<file path="config.mk">
export PLATFORM = sky130hd
export DESIGN_NAME = vram_portb_arbiter
export DESIGN_NICKNAME = d
export VERILOG_FILES = /design/src/rtl/vram_portb_arbiter.sv
export SDC_FILE = /design/constraint.sdc
export NUM_CORES = 1
export LEC_CHECK = 0
export BUFFER_PORTS_ARGS = -buffer_cell sky130_fd_sc_hd__buf_4
export CAP_MARGIN = 20
export CORE_MARGIN = 1
export CORE_UTILIZATION = 36
export DETAILED_ROUTE_END_ITERATION = 10
export PLACE_DENSITY = 0.71
export SETUP_SLACK_MARGIN = 0.5
export SYNTH_ARGS = -nofsm -noshare
export SYNTH_HDL_FRONTEND = slang
export SYNTH_SLANG_ARGS = --single-unit
</file>
<file path="constraint.sdc">
create_clock -name clk_25mhz -period 2.8 [get_ports clk_25mhz]
set_input_delay 0.56 -clock clk_25mhz [delete_from_list [all_inputs] [get_ports clk_25mhz]]
set_output_delay 0.56 -clock clk_25mhz [all_outputs]
set_load 0.01 [all_outputs]
</file>
<file path="src/rtl/vram_portb_arbiter.sv">
// Round-robin arbiter that shares VRAM port B among NREQ requesters, with
// blanking-only write gating, range checking and an in-order tagged read-return pipeline.
module vram_portb_arbiter #(
    parameter int NREQ          = 3,
    parameter int ADDR_W        = 19,
    parameter int DATA_W        = 9,
    parameter int VRAM_DEPTH    = 460800,
    parameter int RD_LAT        = 1,
    parameter int WR_BLANK_ONLY = 1
) (
    input  logic                     clk_25mhz,
    input  logic                     RST_N,
    input  logic                     vga_block,
    input  logic [NREQ-1:0]          req,
    input  logic [NREQ-1:0]          we,
    input  logic [NREQ*ADDR_W-1:0]   addr,
    input  logic [NREQ*DATA_W-1:0]   wdat,
    input  logic [DATA_W-1:0]        vram_doutb,
    output logic [NREQ-1:0]          gnt,
    output logic [NREQ-1:0]          rvalid,
    output logic [DATA_W-1:0]        rdata,
    output logic                     addr_err,
    output logic [ADDR_W-1:0]        vram_addrb,
    output logic [DATA_W-1:0]        vram_dinb,
    output logic                     vram_web,
    output logic                     vram_enb
);

    localparam int              TAG_W = (NREQ > 1) ? $clog2(NREQ) : 1;
    localparam logic [ADDR_W:0] DEPTH = (ADDR_W + 1)'(VRAM_DEPTH);

    typedef struct packed {
        logic             valid;
        logic             oor;
        logic [TAG_W-1:0] tag;
    } rd_slot_t;

    logic [TAG_W-1:0]  ptr;
    logic [TAG_W-1:0]  ptr_next;
    logic [TAG_W-1:0]  winner;
    logic [TAG_W-1:0]  scan_idx;
    int                scan_int;
    logic              granted;
    logic [NREQ-1:0]   eligible;
    logic [ADDR_W-1:0] win_addr;
    logic [DATA_W-1:0] win_wdat;
    logic              win_we;
    logic              win_oor;
    rd_slot_t          pipe_in;
    rd_slot_t          pipe [RD_LAT];
    logic              rd_oor;

    // Gating with RST_N keeps gnt low while reset is held, even with requests pending.
    always_comb begin
        for (int i = 0; i < NREQ; i++) begin
            eligible[i] = RST_N && req[i] && !(we[i] && (WR_BLANK_ONLY != 0) && vga_block);
        end
    end

    always_comb begin
        // NOTE: every combinationally assigned signal gets a default first so no latch is inferred.
        granted  = 1'b0;
        winner   = '0;
        scan_int = 0;
        scan_idx = '0;
        gnt      = '0;
        for (int k = 0; k < NREQ; k++) begin
            scan_int = int'(ptr) + k;
            if (scan_int >= NREQ) scan_int = scan_int - NREQ;
            scan_idx = TAG_W'(scan_int);
            if (!granted && eligible[scan_idx]) begin
                granted = 1'b1;
                winner  = scan_idx;
            end
        end
        if (granted) gnt[winner] = 1'b1;
    end

    assign ptr_next = (winner == TAG_W'(NREQ - 1)) ? '0 : winner + 1'b1;
    assign win_addr = addr[winner*ADDR_W +: ADDR_W];
    assign win_wdat = wdat[winner*DATA_W +: DATA_W];
    assign win_we   = we[winner];
    assign win_oor  = {1'b0, win_addr} >= DEPTH;

    // An out-of-range grant still consumes its turn but never touches the memory.
    always_ff @(posedge clk_25mhz or negedge RST_N) begin
        if (!RST_N) begin
            ptr        <= '0;
            vram_addrb <= '0;
            vram_dinb  <= '0;
            vram_web   <= 1'b0;
            vram_enb   <= 1'b0;
            addr_err   <= 1'b0;
        end else begin
            // NOTE: sequential state uses non-blocking assignments so all flops update from pre-edge values.
            vram_enb <= granted && !win_oor;
            vram_web <= granted && win_we && !win_oor;
            addr_err <= granted && win_oor;
            if (granted) begin
                ptr        <= ptr_next;
                vram_addrb <= win_addr;
                vram_dinb  <= win_wdat;
            end
        end
    end

    assign pipe_in = '{valid: granted && !win_we, oor: win_oor, tag: winner};

    always_ff @(posedge clk_25mhz or negedge RST_N) begin
        if (!RST_N) begin
            // NOTE: the return pipeline is a handful of flops, so it is fully reset to drop in-flight reads.
            for (int i = 0; i < RD_LAT; i++) pipe[i] <= '0;
            rvalid <= '0;
            rd_oor <= 1'b0;
        end else begin
            pipe[0] <= pipe_in;
            for (int i = 1; i < RD_LAT; i++) pipe[i] <= pipe[i-1];
            rvalid <= pipe[RD_LAT-1].valid ? (NREQ'(1) << pipe[RD_LAT-1].tag) : '0;
            rd_oor <= pipe[RD_LAT-1].oor;
        end
    end

    // Memory data arrives in the same cycle as the registered rvalid.
    assign rdata = (|rvalid && !rd_oor) ? vram_doutb : '0;

endmodule

</file>
==> results of run 1 <==
worst paths after layout:
check / startpoint / slack, ns / to
min reg2reg: pipe[2] / 0.37 / rd_oor
max in group asynchronous: RST_N / 2.07 / vram_addrb[0]
max reg2reg: ptr[1] / 0.30 / vram_enb
min in group clk_25mhz: pipe[2] / 0.37 / rd_oor
max: ptr[0] / 0.22 / gnt[0]
min: RST_N / 0.06 / vram_addrb[12]
repair_timing:
item,4_1_cts,5_1_grt
hold buffers,0,0
cloned,0,0
resized for setup,13,26
setup buffers,6,7
hold endpoints to repair,0,0
pin swaps,9,6
endpoints found under the setup margin,30,27
cell type report:
class	count	area [sq um]
repair buffers	170	1330
clock buffers	7	86.3
clock inverters	1	30.0
fillers	488	2080
well taps	75	93.8
flip-flops and latches	41	1030
inverters	2	7.51
multi-input cells	152	1230
registers in the layout, summed over array words and instances, names as in the netlist:
name,flops
pipe,4
vram_enb,1
rd_oor,1
vram_dinb,9
addr_err,1
vram_web,1
ptr,2
vram_addrb,19
rvalid,3
metrics by stage:
step | util | worst slack, ns
after floorplan | - | 0.159
after global placement | 0.579 | 0.162
after detailed placement | 0.579 | 0.165
after CTS | 0.615 | 0.165
after global routing | 0.646 | 0.134
final | 0.646 | 0.220
per-layer routing:
metal  global-route usage  vias to the layer above
met2                0.385                      106
li1                     -                     1115
met5                    0                        -
met1                0.269                     1096
met3               0.0526                       12
met4               0.0536                        0
Yosys cell counts, drive strengths merged:
| cell | instances |
|---|---|
| a21oi | 10 |
| and3 | 2 |
| nor3b | 1 |
| or2 | 3 |
| or3 | 1 |
| a22o | 9 |
| nand2 | 26 |
| a222oi | 7 |
| dfrtp | 41 |
| nor4 | 1 |
| maj3 | 1 |
| ha | 2 |
| nand2b | 1 |
| o21ai | 11 |
| nand4b | 1 |
| clkbuf | 3 |
| o22ai | 1 |
| and3b | 2 |
| a211oi | 4 |
| nor2 | 6 |
| a32o | 2 |
| inv | 2 |
| mux2 | 6 |
| mux2i | 6 |
| a31o | 1 |
| a21o | 2 |
| nand3 | 4 |
| nor3 | 5 |
| o31ai | 2 |
| and2 | 20 |
| a221o | 14 |
| o22a | 1 |
| buf | 10 |
power breakdown:
part | total (mW) | internal [mW] | switching (mW)
sequential | 0.999 | 0.855 | 0.144
clock | 0.490 | 0.291 | 0.199
combinational | 2.16 | 1.15 | 1.01
total | 3.65 | 2.29 | 1.36
cells by family after synthesis:
| kind of cell | count (synthesis) | share of synthesized area |
|---|---|---|
| buf+inv | 15 | 0.0383 |
| flops | 41 | 0.469 |
| mux | 12 | 0.0583 |
| compound gates | 64 | 0.240 |
| simple gates | 73 | 0.179 |
| fa+ha+maj | 3 | 0.0160 |
==> impl_results.md, run 1 <==
- Status: completed
- H-tree levels: 2
- Most frequent cells in the layout: buf_4 (161), dfrtp_1 (41), nand2_1 (25)
- Post-synthesis cell type count: 42
- Clock Pin Slew Worst Setup and Hold Paths: around 0.08 ns
- Post-route cell area: 0.00380 sq mm
- Chip Width: 80.0 um
- First DRT Iteration DRCs: between 100 and 150
- Placed wire-length estimate: 5040 um
- Vias in the first global route: approximately 2200
- Vias: about 2300
- Root Driver: clkbuf_8
- CP Depth: 7
- Tcrit/Tclk final: 0.921
- Pwr/cell area: 960 mW/mm^2
- RD Place Congestion: 0.876
- Antenna cells: 0
- Share of cells above drive strength 1: 0.579
- Fmax: 388 MHz
- Synth top area cells: dfrtp_1 (47%), a221o_1 (6.4%), and2_1 (5.7%)
- Finish-stage setup viols: 0
- Largest net degree at the start of global routing: 45
- IO Port Bufs: 147
- Area post-placement: approximately 0.0034 sq mm
- Critical path data required time: approximately 2.2 ns
- Max clock buf depth: 2
- Setup TNS Final: 0 ns
- Tot Pwr: approximately 3.7 mW
- Syn avg cell area: 10.5 sq um
- GRT overflow: 0
- CP max FO: 5
- Max-cap violations: 0
- CP endpoint kind: output port
- Tmin final: about 2.6 ns
- Cells after Synth: ~210
- Flops & latches, synth: 41
- Final Routed Wirelength: 6950 um
- Die area: approximately 0.0064 sq mm
- TritonCTS clock tree: yes
- Max stage delay on crit path: 0.39 ns
- IO Count: 148
- Final Hold Vio Count: 0
- Fin cells: 448
- Peak VDD IR: approximately 0.69 mV
- Initial Util: 0.372
- Met3 WL: 534 um
- HP Class: input pin to asynchronous set/reset pin
- Worst Skew: approximately 0.0049 ns
- Crit start category: flop
- First-pass GRT wire length: 10700 um
- Clk sinks: 41
- Placed instance count: about 430
- Global Route Usage Sum: 0.219
- Family with the most delay on the worst path: simple AND/OR/NAND/NOR gates
- Mapped Area: 0.00219 sq mm
- Area grow syn2layout: 73.8%
- Critical-path top delay cell: dfrtp_1
- Via density: 5.20
- Max-slew violations: 0
- CP Buf/Inv Count: 2
- Initial antenna violation count: 0
- Syn Nets: 312
- Synth Warn #: 0
- Most common library cell in the layout ignoring fill and taps: buf_4
- Rel. slew slack: 0.669
- Leading area contributor after synthesis: dfrtp_1
- Pin slew with the least headroom to its limit: about 0.5 ns
- WL/cell: 15.5 um
- Crit-path cells: inv_2 -> ha_4 -> nor3_2 -> or2_4 -> a221o_2 -> nor3_4 -> buf_6
- Worst-skew pair later-pin latency: about 0.29 ns
- R2R depth: 10
- Fin Hold WS: around 0.058 ns
- Height of the die: 80.0 um
- RSZ-0062 raised after global routing: true
- Crit path DAT: 2.02 ns
- Wl on met1: 2840 um
- Synth top area share: 0.469
- Routed Antenna Nets: 0
- Worst Path Class, Setup: flop to output port
- Core Box Area: 0.00589 sq mm
- DRC Markers: 0
- Nets: 476
- Register area share after synthesis: 0.469
- CTS buffer count: 5
- Pleak: 1.86 nW
- TritonRoute pass-1 iters: 4
- Std-Cell Rows: 28
- Met2 wire len: 3480 um
- Topmost layer with routed signal wires: met4
(Power assumes the default switching activity.)
==> inputs of run 2 (changes only) <==
Settings changed: CORE_UTILIZATION 36 to 42, PLACE_DENSITY 0.71 to 0.81.
==> run 2 against run 1 <==
Clock skew increased by 0.0030 ns; clock power barely moved; maximum frequency is 1.4% lower; non-clock buffer count is 2 lower; via count rose by 1.9%; die area decreased by 14%; critical path type is now flop to flop; sequential power about the same.
==> impl_results.md, run 2 (synthesized netlist as in run 1, its figures left out) <==
- Status: completed (unchanged)
- Std-Cell Rows: 25 (was 28)
- Pin slew with the least headroom to its limit: 0.507 ns (was 0.496 ns)
- Most flops, register: vram_addrb (unchanged)
- Critical-path top delay cell: or3_4 (was dfrtp_1)
- Place WS: 0.154 ns (was 0.165 ns)
- Worst Path Class, Setup: flop to flop (was flop to output port)
- Vias in the first global route: 2313 (was 2228)
- Initial Util: 0.448 (was 0.372)
- Via density: 5.42 (was 5.20)
- Share of cells above drive strength 1: 0.577 (was 0.579)
- Initial antenna violation count: 0 (unchanged)
- CTS buffer count: 5 (unchanged)
- Peak VDD IR: 0.644 mV (was 0.688 mV)
- Crit path DAT: 2.82 ns (was 2.02 ns)
- TritonCTS clock tree: yes (unchanged)
- Core Box Area: 0.00488 sq mm (was 0.00589 sq mm)
- Reg2reg start: ptr[0] (was ptr[1])
- Most used cell, CP: buf_6
- CTS Hold Bufs: 0 (unchanged)
- Regs by FF count: vram_addrb (19), vram_dinb (9), pipe (4) (unchanged)
- Rel. slew slack: 0.662 (was 0.669)
- Placed wire-length estimate: 5130 um (was 5040 um)
- Post-route setup slack: 0.184 ns (was 0.220 ns)
- Tmin final: 2.62 ns (was 2.58 ns)
- Antenna cells: 0 (unchanged)
- Area post-placement: 0.00341 sq mm (about the same)
- Fmax: 382 MHz (was 388 MHz)
- Max-cap violations: 0 (unchanged)
- First-pass GRT wire length: 10700 um (unchanged)
- Chip Width: 74.2 um (was 80.0 um)
- R2R depth: 12 (was 10)
- Worst R2R End: vram_enb (unchanged)
- Height of the die: 74.2 um (was 80.0 um)
- Family with the most delay on the worst path: simple AND/OR/NAND/NOR gates (unchanged)
- WL/cell: 16.1 um (was 15.5 um)
- Vias: 2374 (was 2329)
- Most common library cell in the layout ignoring fill and taps: buf_4 (unchanged)
- Crit-path cells: inv_2 -> ha_4 -> nand3_1 -> o31ai_1 -> buf_4 -> a211oi_4 -> buf_6 -> buf_6 -> and2_1 -> a221o_1 -> or3_4 -> o31ai_4 (was inv_2 -> ha_4 -> nor3_2 -> or2_4 -> a221o_2 -> nor3_4 -> buf_6)
- Most frequent cells in the layout: buf_4 (158), dfrtp_1 (41), nand2_1 (26) (was buf_4 (161), dfrtp_1 (41), nand2_1 (25))
- Routed Antenna Nets: 0 (unchanged)
- Final Routed Wirelength: 7050 um (was 6950 um)
- Critical path data required time: 3.00 ns (was 2.24 ns)
- Crit start category: flop (unchanged)
- GRT overflow: 0 (unchanged)
- Max stage delay on crit path: 0.43 ns (was 0.39 ns)
- Final Hold Vio Count: 0 (unchanged)
- H-tree levels: 2 (unchanged)
- Nets: 474 (was 476)
- Max-slew violations: 0 (unchanged)
- Tcrit/Tclk final: 0.934 (was 0.921)
- Clock Pin Slew Worst Setup and Hold Paths: 0.08 ns (about the same)
- IO Count: 148 (unchanged)
- DRC Markers: 0 (unchanged)
- Clk sinks: 41 (unchanged)
- Global Route Usage Sum: 0.253 (was 0.219)
- IO Port Bufs: 147 (unchanged)
- Worst Skew: 0.00785 ns (was 0.00486 ns)
- Area grow syn2layout: 71.6% (was 73.8%)
- Worst-skew pair later-pin latency: 0.29 ns (about the same)
- Finish-stage setup viols: 0 (unchanged)
- Post-route cell area: 0.00375 sq mm (was 0.00380 sq mm)
- Max clock buf depth: 2 (unchanged)
- Die area: 0.00550 sq mm (was 0.00639 sq mm)
- HP Class: input pin to asynchronous set/reset pin (unchanged)
- CP Buf/Inv Count: 4 (was 2)
- FF-to-FF setup slack: 0.18 ns (was 0.30 ns)
- First DRT Iteration DRCs: 140 (was 129)
- CP endpoint kind: flop (was output port)
- RSZ-0062 raised after global routing: true (unchanged)
- Pwr/cell area: 951 mW/mm^2 (was 960 mW/mm^2)
- Root Driver: clkbuf_8 (unchanged)
- Pleak: 1.87 nW (was 1.86 nW)
- Number of flip-flops in the largest register: 19 (unchanged)
- CP max FO: 7 (was 5)
- Filler cells: 365 (was 488)
- Largest net degree at the start of global routing: 45 (unchanged)
- RD Place Congestion: 0.967 (was 0.876)
- TritonRoute pass-1 iters: 4 (unchanged)
- Setup TNS Final: 0 ns (unchanged)
## run 2: power breakdown
part | total [mW] | leakage (nW) | switching, mW | internal [mW]
clock network | 0.491 | 0.0585 | 0.200 | 0.291
logic | 2.07 | 1.30 | 0.991 | 1.08
registers | 1.01 | 0.509 | 0.152 | 0.855
## run 2: stage by stage
| stage | hold slack, ns | power (mW) | utilization | instances |
|---|---|---|---|---|
| detailed placement | 0.337 | 2.83 | 0.698 | 420 |
| floorplan | 0.264 | 2.07 | - | 208 |
| global route | 0.0577 | 3.81 | 0.769 | 438 |
| global placement | 0.337 | 2.79 | 0.698 | 420 |
| finish | 0.0591 | 3.57 | 0.769 | 438 |
| CTS | 0.0572 | 3.47 | 0.752 | 435 |
## run 2: how the worst max path moves through the flow
stage	endpoint	from	slack, ns	cells past startpoint
floorplan	gnt[0]	we[1]	0.16	7
global placement	gnt[0]	we[1]	0.16	7
detailed placement	vram_enb	RST_N	0.15	10
CTS	gnt[0]	vga_block	0.17	7
global route	vram_enb	ptr[0]	0.13	12
finish	vram_enb	ptr[0]	0.18	12
## run 2: layout make-up
cell class,count,area [sq um],area share
well taps,67,83.8,0.0223
inverters,2,7.51,0.00200
clock buffers,7,86.3,0.0230
multi-input cells,152,1220,0.326
clock inverters,1,30.0,0.00800
flip-flops and latches,41,1030,0.273
repair buffers,168,1300,0.346
## run 2: routing by layer
layer	vias to the layer above	track usage	wire, um
met4	0	0.0385	38
li1	1106	-	-
met5	-	0	0
met1	1162	0.306	2740
met2	102	0.463	3790
met3	4	0.0610	473
## run 2: what timing repair did
| item | in CTS | in global routing |
|---|---|---|
| gates resized for setup | 26 | 14 |
| setup endpoints to repair | 29 | 23 |
| setup buffers | 7 | 3 |
| gates cloned | 0 | 0 |
| pin swaps | 10 | 5 |
## run 2: worst reg2reg max path, stage by stage (launching register included)
cell and delay [ns]:
dfrtp_1 0.41, inv_2 0.07, ha_4 0.31, nand3_1 0.10, o31ai_1 0.09, buf_4 0.18
a211oi_4 0.04, buf_6 0.14, buf_6 0.12, and2_1 0.16, a221o_1 0.31, or3_4 0.43
o31ai_4 0.17
